--- src/rtl/wb_grf_if.sv ---
`default_nettype none
// ============================================================================
// Module  : wb_grf_if
// Purpose : Bus bundle between the W stage / D stage and the register file:
//           write-back stage inputs, two read ports and the write-back
//           (forwarding) outputs.
// Revision: 1.0  initial release
// ============================================================================
interface wb_grf_if;
    logic [31:0] in_pc;
    logic [31:0] in_instr;
    logic [31:0] in_ext;
    logic [31:0] in_alu_out;
    logic [31:0] in_dm_out;
    logic [4:0]  rs_addr;
    logic [4:0]  rt_addr;
    logic [31:0] rs_data;
    logic [31:0] rt_data;
    logic        wb_we;
    logic [4:0]  wb_addr;
    logic [31:0] wb_data;

    // Pipeline side: drives W-stage results and read addresses
    modport master (
        output in_pc, in_instr, in_ext, in_alu_out, in_dm_out,
        output rs_addr, rt_addr,
        input  rs_data, rt_data, wb_we, wb_addr, wb_data
    );

    // Register file side
    modport slave (
        input  in_pc, in_instr, in_ext, in_alu_out, in_dm_out,
        input  rs_addr, rt_addr,
        output rs_data, rt_data, wb_we, wb_addr, wb_data
    );
endinterface
`default_nettype wire

--- src/rtl/wb_grf.sv ---
`default_nettype none
// ============================================================================
// Module  : wb_grf
// Purpose : Write-back stage decode plus 32x32 general register file with
//           two combinational read ports and a retired-instruction counter.
//           Optional macro WB_BYPASS_EN: read ports forward the write-back
//           value in the same cycle the write is presented.
// Revision: 1.0  initial release
// ============================================================================
module wb_grf #(
    parameter int CNT_W = 32
) (
    input  wire logic             clk,
    input  wire logic             reset,
    wb_grf_if.slave               bus,
    output      logic [CNT_W-1:0] retired
);

    localparam logic [5:0] c_OP_SPECIAL = 6'h00;
    localparam logic [5:0] c_OP_JAL     = 6'h03;
    localparam logic [5:0] c_OP_ORI     = 6'h0D;
    localparam logic [5:0] c_OP_LUI     = 6'h0F;
    localparam logic [5:0] c_OP_LW      = 6'h23;
    localparam logic [5:0] c_FN_ADDU    = 6'h21;
    localparam logic [5:0] c_FN_SUBU    = 6'h23;

    logic [5:0]       w_op;
    logic [5:0]       w_funct;
    logic             w_wr;
    logic [4:0]       w_dest;
    logic [31:0]      w_data;
    logic [31:0]      w_rs_stored;
    logic [31:0]      w_rt_stored;
    logic [31:0]      r_regs [0:31];
    logic [CNT_W-1:0] r_retired;
    logic             w_unused_instr;

    assign w_op           = bus.in_instr[31:26];
    assign w_funct        = bus.in_instr[5:0];
    assign w_unused_instr = ^{bus.in_instr[25:21], bus.in_instr[10:6]};

    // Decode the W-stage instruction into destination and write data
    always_comb begin
        w_wr   = 1'b0;
        w_dest = 5'd0;
        w_data = 32'd0;
        case (w_op)
            c_OP_SPECIAL: begin
                if (w_funct == c_FN_ADDU || w_funct == c_FN_SUBU) begin
                    w_wr   = 1'b1;
                    w_dest = bus.in_instr[15:11];
                    w_data = bus.in_alu_out;
                end
            end
            c_OP_ORI: begin
                w_wr   = 1'b1;
                w_dest = bus.in_instr[20:16];
                w_data = bus.in_alu_out;
            end
            c_OP_LUI: begin
                w_wr   = 1'b1;
                w_dest = bus.in_instr[20:16];
                w_data = bus.in_ext;
            end
            c_OP_LW: begin
                w_wr   = 1'b1;
                w_dest = bus.in_instr[20:16];
                w_data = bus.in_dm_out;
            end
            c_OP_JAL: begin
                w_wr   = 1'b1;
                w_dest = 5'd31;
                w_data = bus.in_pc + 32'd8;
            end
            default: begin
                w_wr   = 1'b0;
            end
        endcase
    end

    // A write to $0 is no write at all; address/data are zeroed with it so
    // forwarding logic downstream can never match on a dead value.
    assign bus.wb_we   = w_wr && (w_dest != 5'd0);
    assign bus.wb_addr = bus.wb_we ? w_dest : 5'd0;
    assign bus.wb_data = bus.wb_we ? w_data : 32'd0;

    // Register array: async clear, write on clock edge when write-back enabled
    always_ff @(posedge clk or posedge reset) begin
        if (reset) begin
            for (int i = 0; i < 32; i++) begin
                r_regs[i] <= 32'd0;
            end
        end else if (bus.wb_we) begin
            r_regs[bus.wb_addr] <= bus.wb_data;
        end
    end

    // Count every non-bubble instruction leaving the W stage
    always_ff @(posedge clk or posedge reset) begin
        if (reset) begin
            r_retired <= '0;
        end else if (bus.in_instr != 32'd0) begin
            r_retired <= r_retired + 1'b1;
        end
    end

    assign retired = r_retired;

    // $0 is hardwired; entry 0 of the array is never written anyway
    assign w_rs_stored = (bus.rs_addr == 5'd0) ? 32'd0 : r_regs[bus.rs_addr];
    assign w_rt_stored = (bus.rt_addr == 5'd0) ? 32'd0 : r_regs[bus.rt_addr];

`ifdef WB_BYPASS_EN
    // Same-cycle forwarding of the value being written back
    assign bus.rs_data = (bus.wb_we && bus.rs_addr == bus.wb_addr) ? bus.wb_data : w_rs_stored;
    assign bus.rt_data = (bus.wb_we && bus.rt_addr == bus.wb_addr) ? bus.wb_data : w_rt_stored;
`else
    // Stored values only; a new value shows up after its write edge
    assign bus.rs_data = w_rs_stored;
    assign bus.rt_data = w_rt_stored;
`endif

endmodule
`default_nettype wire

--- src/flat_wrapper.sv ---
// flat-port wrapper written by rule: the top's interface ports become plain ports
module wb_grf_flat 
#(
    parameter int CNT_W = 32
)
  (clk, reset, retired, bus_in_pc, bus_in_instr, bus_in_ext, bus_in_alu_out, bus_in_dm_out, bus_rs_addr, bus_rt_addr, bus_rs_data, bus_rt_data, bus_wb_we, bus_wb_addr, bus_wb_data);
  wb_grf_if bus_i ();
  input  wire logic clk;
  input  wire logic reset;
  output      logic [CNT_W-1:0] retired;
  input wire logic [$bits(bus_i.in_pc)-1:0] bus_in_pc;
  input wire logic [$bits(bus_i.in_instr)-1:0] bus_in_instr;
  input wire logic [$bits(bus_i.in_ext)-1:0] bus_in_ext;
  input wire logic [$bits(bus_i.in_alu_out)-1:0] bus_in_alu_out;
  input wire logic [$bits(bus_i.in_dm_out)-1:0] bus_in_dm_out;
  input wire logic [$bits(bus_i.rs_addr)-1:0] bus_rs_addr;
  input wire logic [$bits(bus_i.rt_addr)-1:0] bus_rt_addr;
  output wire logic [$bits(bus_i.rs_data)-1:0] bus_rs_data;
  output wire logic [$bits(bus_i.rt_data)-1:0] bus_rt_data;
  output wire logic [$bits(bus_i.wb_we)-1:0] bus_wb_we;
  output wire logic [$bits(bus_i.wb_addr)-1:0] bus_wb_addr;
  output wire logic [$bits(bus_i.wb_data)-1:0] bus_wb_data;
  assign bus_i.in_pc = bus_in_pc;
  assign bus_i.in_instr = bus_in_instr;
  assign bus_i.in_ext = bus_in_ext;
  assign bus_i.in_alu_out = bus_in_alu_out;
  assign bus_i.in_dm_out = bus_in_dm_out;
  assign bus_i.rs_addr = bus_rs_addr;
  assign bus_i.rt_addr = bus_rt_addr;
  assign bus_rs_data = bus_i.rs_data;
  assign bus_rt_data = bus_i.rt_data;
  assign bus_wb_we = bus_i.wb_we;
  assign bus_wb_addr = bus_i.wb_addr;
  assign bus_wb_data = bus_i.wb_data;
  wb_grf #(.CNT_W(CNT_W)) u_core (.clk(clk), .reset(reset), .bus(bus_i), .retired(retired));
endmodule
--- config.mk ---
export PLATFORM = sky130hd
export DESIGN_NAME = wb_grf_flat
export DESIGN_NICKNAME = d
export VERILOG_FILES = /design/src/rtl/wb_grf_if.sv /design/src/rtl/wb_grf.sv /design/src/flat_wrapper.sv
export SDC_FILE = /design/constraint.sdc
export NUM_CORES = 2
export LEC_CHECK = 0
export CAP_MARGIN = 20
export CORE_MARGIN = 1
export CORE_UTILIZATION = 55
export CTS_CLUSTER_DIAMETER = 150
export DETAILED_ROUTE_END_ITERATION = 10
export PLACE_DENSITY = 0.78
export SLEW_MARGIN = 40
export SYNTH_ARGS = -nofsm -noshare
export SYNTH_HDL_FRONTEND = slang
export SYNTH_SLANG_ARGS = --single-unit
--- constraint.sdc ---
create_clock -name clk -period 34.9 [get_ports clk]
set_input_delay 6.98 -clock clk [delete_from_list [all_inputs] [get_ports clk]]
set_output_delay 6.98 -clock clk [all_outputs]
set_load 0.02 [all_outputs]
==> reports/metrics.csv <==
metric,value,unit
yosys.cell_types.count,60,
finalSetupTns,0,ps
initial_utilization,55.5,%
drc,0,
cellPowerDensity,40.9,mW/mm^2
slew_violations,0,
clock-sinks,1056,
slowest_delay,660,ps
coreArea,0.103,mm^2
drive_gt1_share,44.0,%
drv_cap,0,
syn-mean-instance-area,15.5,um^2
gp_congestion,0.850,
ys_seq_area_share,46.0,%
slowest_stage,buf_6,
crit_path_start_kind,primary input,
layout_min_cycle_time,19230,ps
cts_buffers,109,
cp_top_family,buffers and inverters,
areaGrowthSynthToFinish,15.1,%
ys_async_sr_fraction,100,%
dieArea,0.106,mm^2
finalSetupViolations,0,
hold_viol_final,0,
via_per_inst,7.12,
peakVddDrop,0.0000393,V
htreeDepth,3,
path_clk_slew,60,ps
yosys_warnings,0,
dr.pass1.iters,6,
status,"complete, no violations",
crit_path_end_kind,output pin,
syn_nets,3888,
rows,118,
critPathRequiredTime,27920,ps
dp.final_hpwl,108,mm
ctsHoldBuffers,0,
cts_setup_buffers,0,
grtUsageTotal,34.2,%
die_x,325,um
grt_pass1_vias,39100,
syn-cell-area,0.0574,mm^2
cts_tree,built,
worst-path-buf-inv,6,
die_h,325,um
power_leakage,0.0295,uW
grt_max_degree,85,
final_cell_mix,"dfrtp_1 (1056), mux2_2 (704), mux4_2 (640)",
crit_chain,"buf_8, buf_6, buf_6, buf_6, buf_6, mux4_2, mux4_2, mux2i_1, nor2_1, clkdlybuf4s50_1",
regToRegSetupSlack,32860,ps
cp.arrival,12250,ps
clkLatencyLatePin,700,ps
worst_slew_pin_slew,968,ps
antenna_found_initial,3,
drt-wirelength-per-cell,33.2,um
synth-seq-cells,1056,
synth_ff_type,dfrtp_1,
clockRootBuffer,clkbuf_16,
cts_buffer_depth,3,
fmax,52.0,MHz
placed_area,0.0622,mm^2
critPathKind,primary input to output pin,
rsz0062_at_grt,false,
drt_wl_total,178,mm
grt_overflow_total,0,
cp_max_fo,58,
drt_iter0_drc,4739,
cpMostUsedCell,buf_6,
layout_commonest_cell,dfrtp_1,
fin_skew,27.1,ps
port_buffers,305,
synth_edf_count,0,
relSlewSlack,35.5,%
io_pins,306,
final_nets,4058,
finalInstanceArea,0.0661,mm^2
cts_resized,0,
hp-class,flip-flop to flip-flop,
ant_nets,0,
dr_total_vias,38100,
min_period_over_period,55.1,%
grt_pass1_wl,265,mm
synthCells,3714,
==> final cells by class <==
| cell class | count | area (um^2) |
|---|---|---|
| sequential | 1056 | 26400 |
| clock buffer | 155 | 3150 |
| fill | 7254 | 37400 |
| timing repair buffer | 435 | 4580 |
| multi-input combinational | 2267 | 29600 |
| clock inverter | 45 | 547 |
| tap | 1380 | 1730 |
| inverter | 15 | 60.1 |
| antenna | 4 | 10.0 |
==> cells in the mapped netlist (4+ instances only) <==
cell type  number  area [um^2]
dfrtp_1      1056        26400
mux2_2        704         7930
mux4_2        640        14400
mux2_1        214         2410
clkbuf_1      184          691
nor2_1        147          552
buf_2         102          510
mux2i_1        64          641
buf_1          59          221
nand2_1        57          214
a21oi_1        56          280
o21ai_0        40          200
nand3_1        35          175
xnor2_1        34          298
buf_4          29          218
a222oi_1       24          240
nand4_1        24          150
nor2_4         20          225
and2_1         17          106
nor3_1         16         80.1
and3_1         14         87.6
nor4_1         14         87.6
and4_1         13          114
inv_1          12         45.0
nand2b_1       12         75.1
nor2b_1         9         56.3
or4_1           9         67.6
a221o_1         8         80.1
o21a_1          8         60.1
xor2_1          8         70.1
a21oi_2         7         61.3
a31oi_1         7         43.8
a221oi_1        6         52.6
nor2_2          6         37.5
o211ai_1        6         45.0
a22o_1          5         43.8
o31a_1          4         35.0
or3_1           4         25.0
==> flip-flops by register name (all words and copies together), names as in the netlist <==
| signal | cells |
|---|---|
| u_core.retired | 32 |
| u_core.r_regs | 1024 |
==> stage by stage <==
stage	power, uW	util [%]	cells	worst slack [ps]	hold slack (ps)
2_1_floorplan	1430	-	3714	13360	441
3_3_place_gp	1500	59.5	5110	14600	376
3_5_place_dp	1510	60.1	5146	15360	383
4_1_cts	2710	63.7	5346	15340	397
5_1_grt	2780	63.9	5353	15320	410
6_report	2700	63.9	5357	15670	395
==> routing by layer <==
| layer | share of wire [%] | vias to the layer above | global-route usage, % |
|---|---|---|---|
| met5 | 0.018 | - | 0 |
| met4 | 4.0 | 6 | 13.6 |
| met3 | 12 | 411 | 10.3 |
| met2 | 45 | 2264 | 49.7 |
| met1 | 39 | 20500 | 48.6 |
| li1 | - | 14900 | - |
==> worst paths after layout <==
kind	from	endpoint	cells past startpoint
max	bus_rt_addr[0]	bus_rt_data[10]	10
min	u_core.r_regs[1018]$_DFFE_PP0P_	u_core.r_regs[1018]$_DFFE_PP0P_	0
max reg2reg	u_core.retired[12]$_DFFE_PP0P_	u_core.retired[25]$_DFFE_PP0P_	6
min reg2reg	u_core.r_regs[1018]$_DFFE_PP0P_	u_core.r_regs[1018]$_DFFE_PP0P_	0
max in group asynchronous	reset	u_core.r_regs[117]$_DFFE_PP0P_	6
min in group asynchronous	reset	u_core.r_regs[865]$_DFFE_PP0P_	2
==> cell families after synthesis <==
logic type / synth area share [%]
muxes: 44.2
and+or+nand+nor: 3.79
AOI/OAI and AO/OA: 2.32
DFF: 46.0
buffers and inverters: 2.99
xor gates and xnor gates: 0.640
adders and majority gates: 0.0436
==> where the power goes <==
group | internal, uW | switching, uW | total, uW
clock | 702 | 510 | 1210
combinational | 101 | 128 | 229
sequential | 1240 | 16.8 | 1260
total | 2050 | 655 | 2700
==> worst register-to-register path, delay by kind of cell, from the launching register on <==
kind | cells | cell delay, ps
simple gates | 5 | 1310
flops | 1 | 440
xor+xnor | 1 | 150
Power figures use the tool's default switching activity.
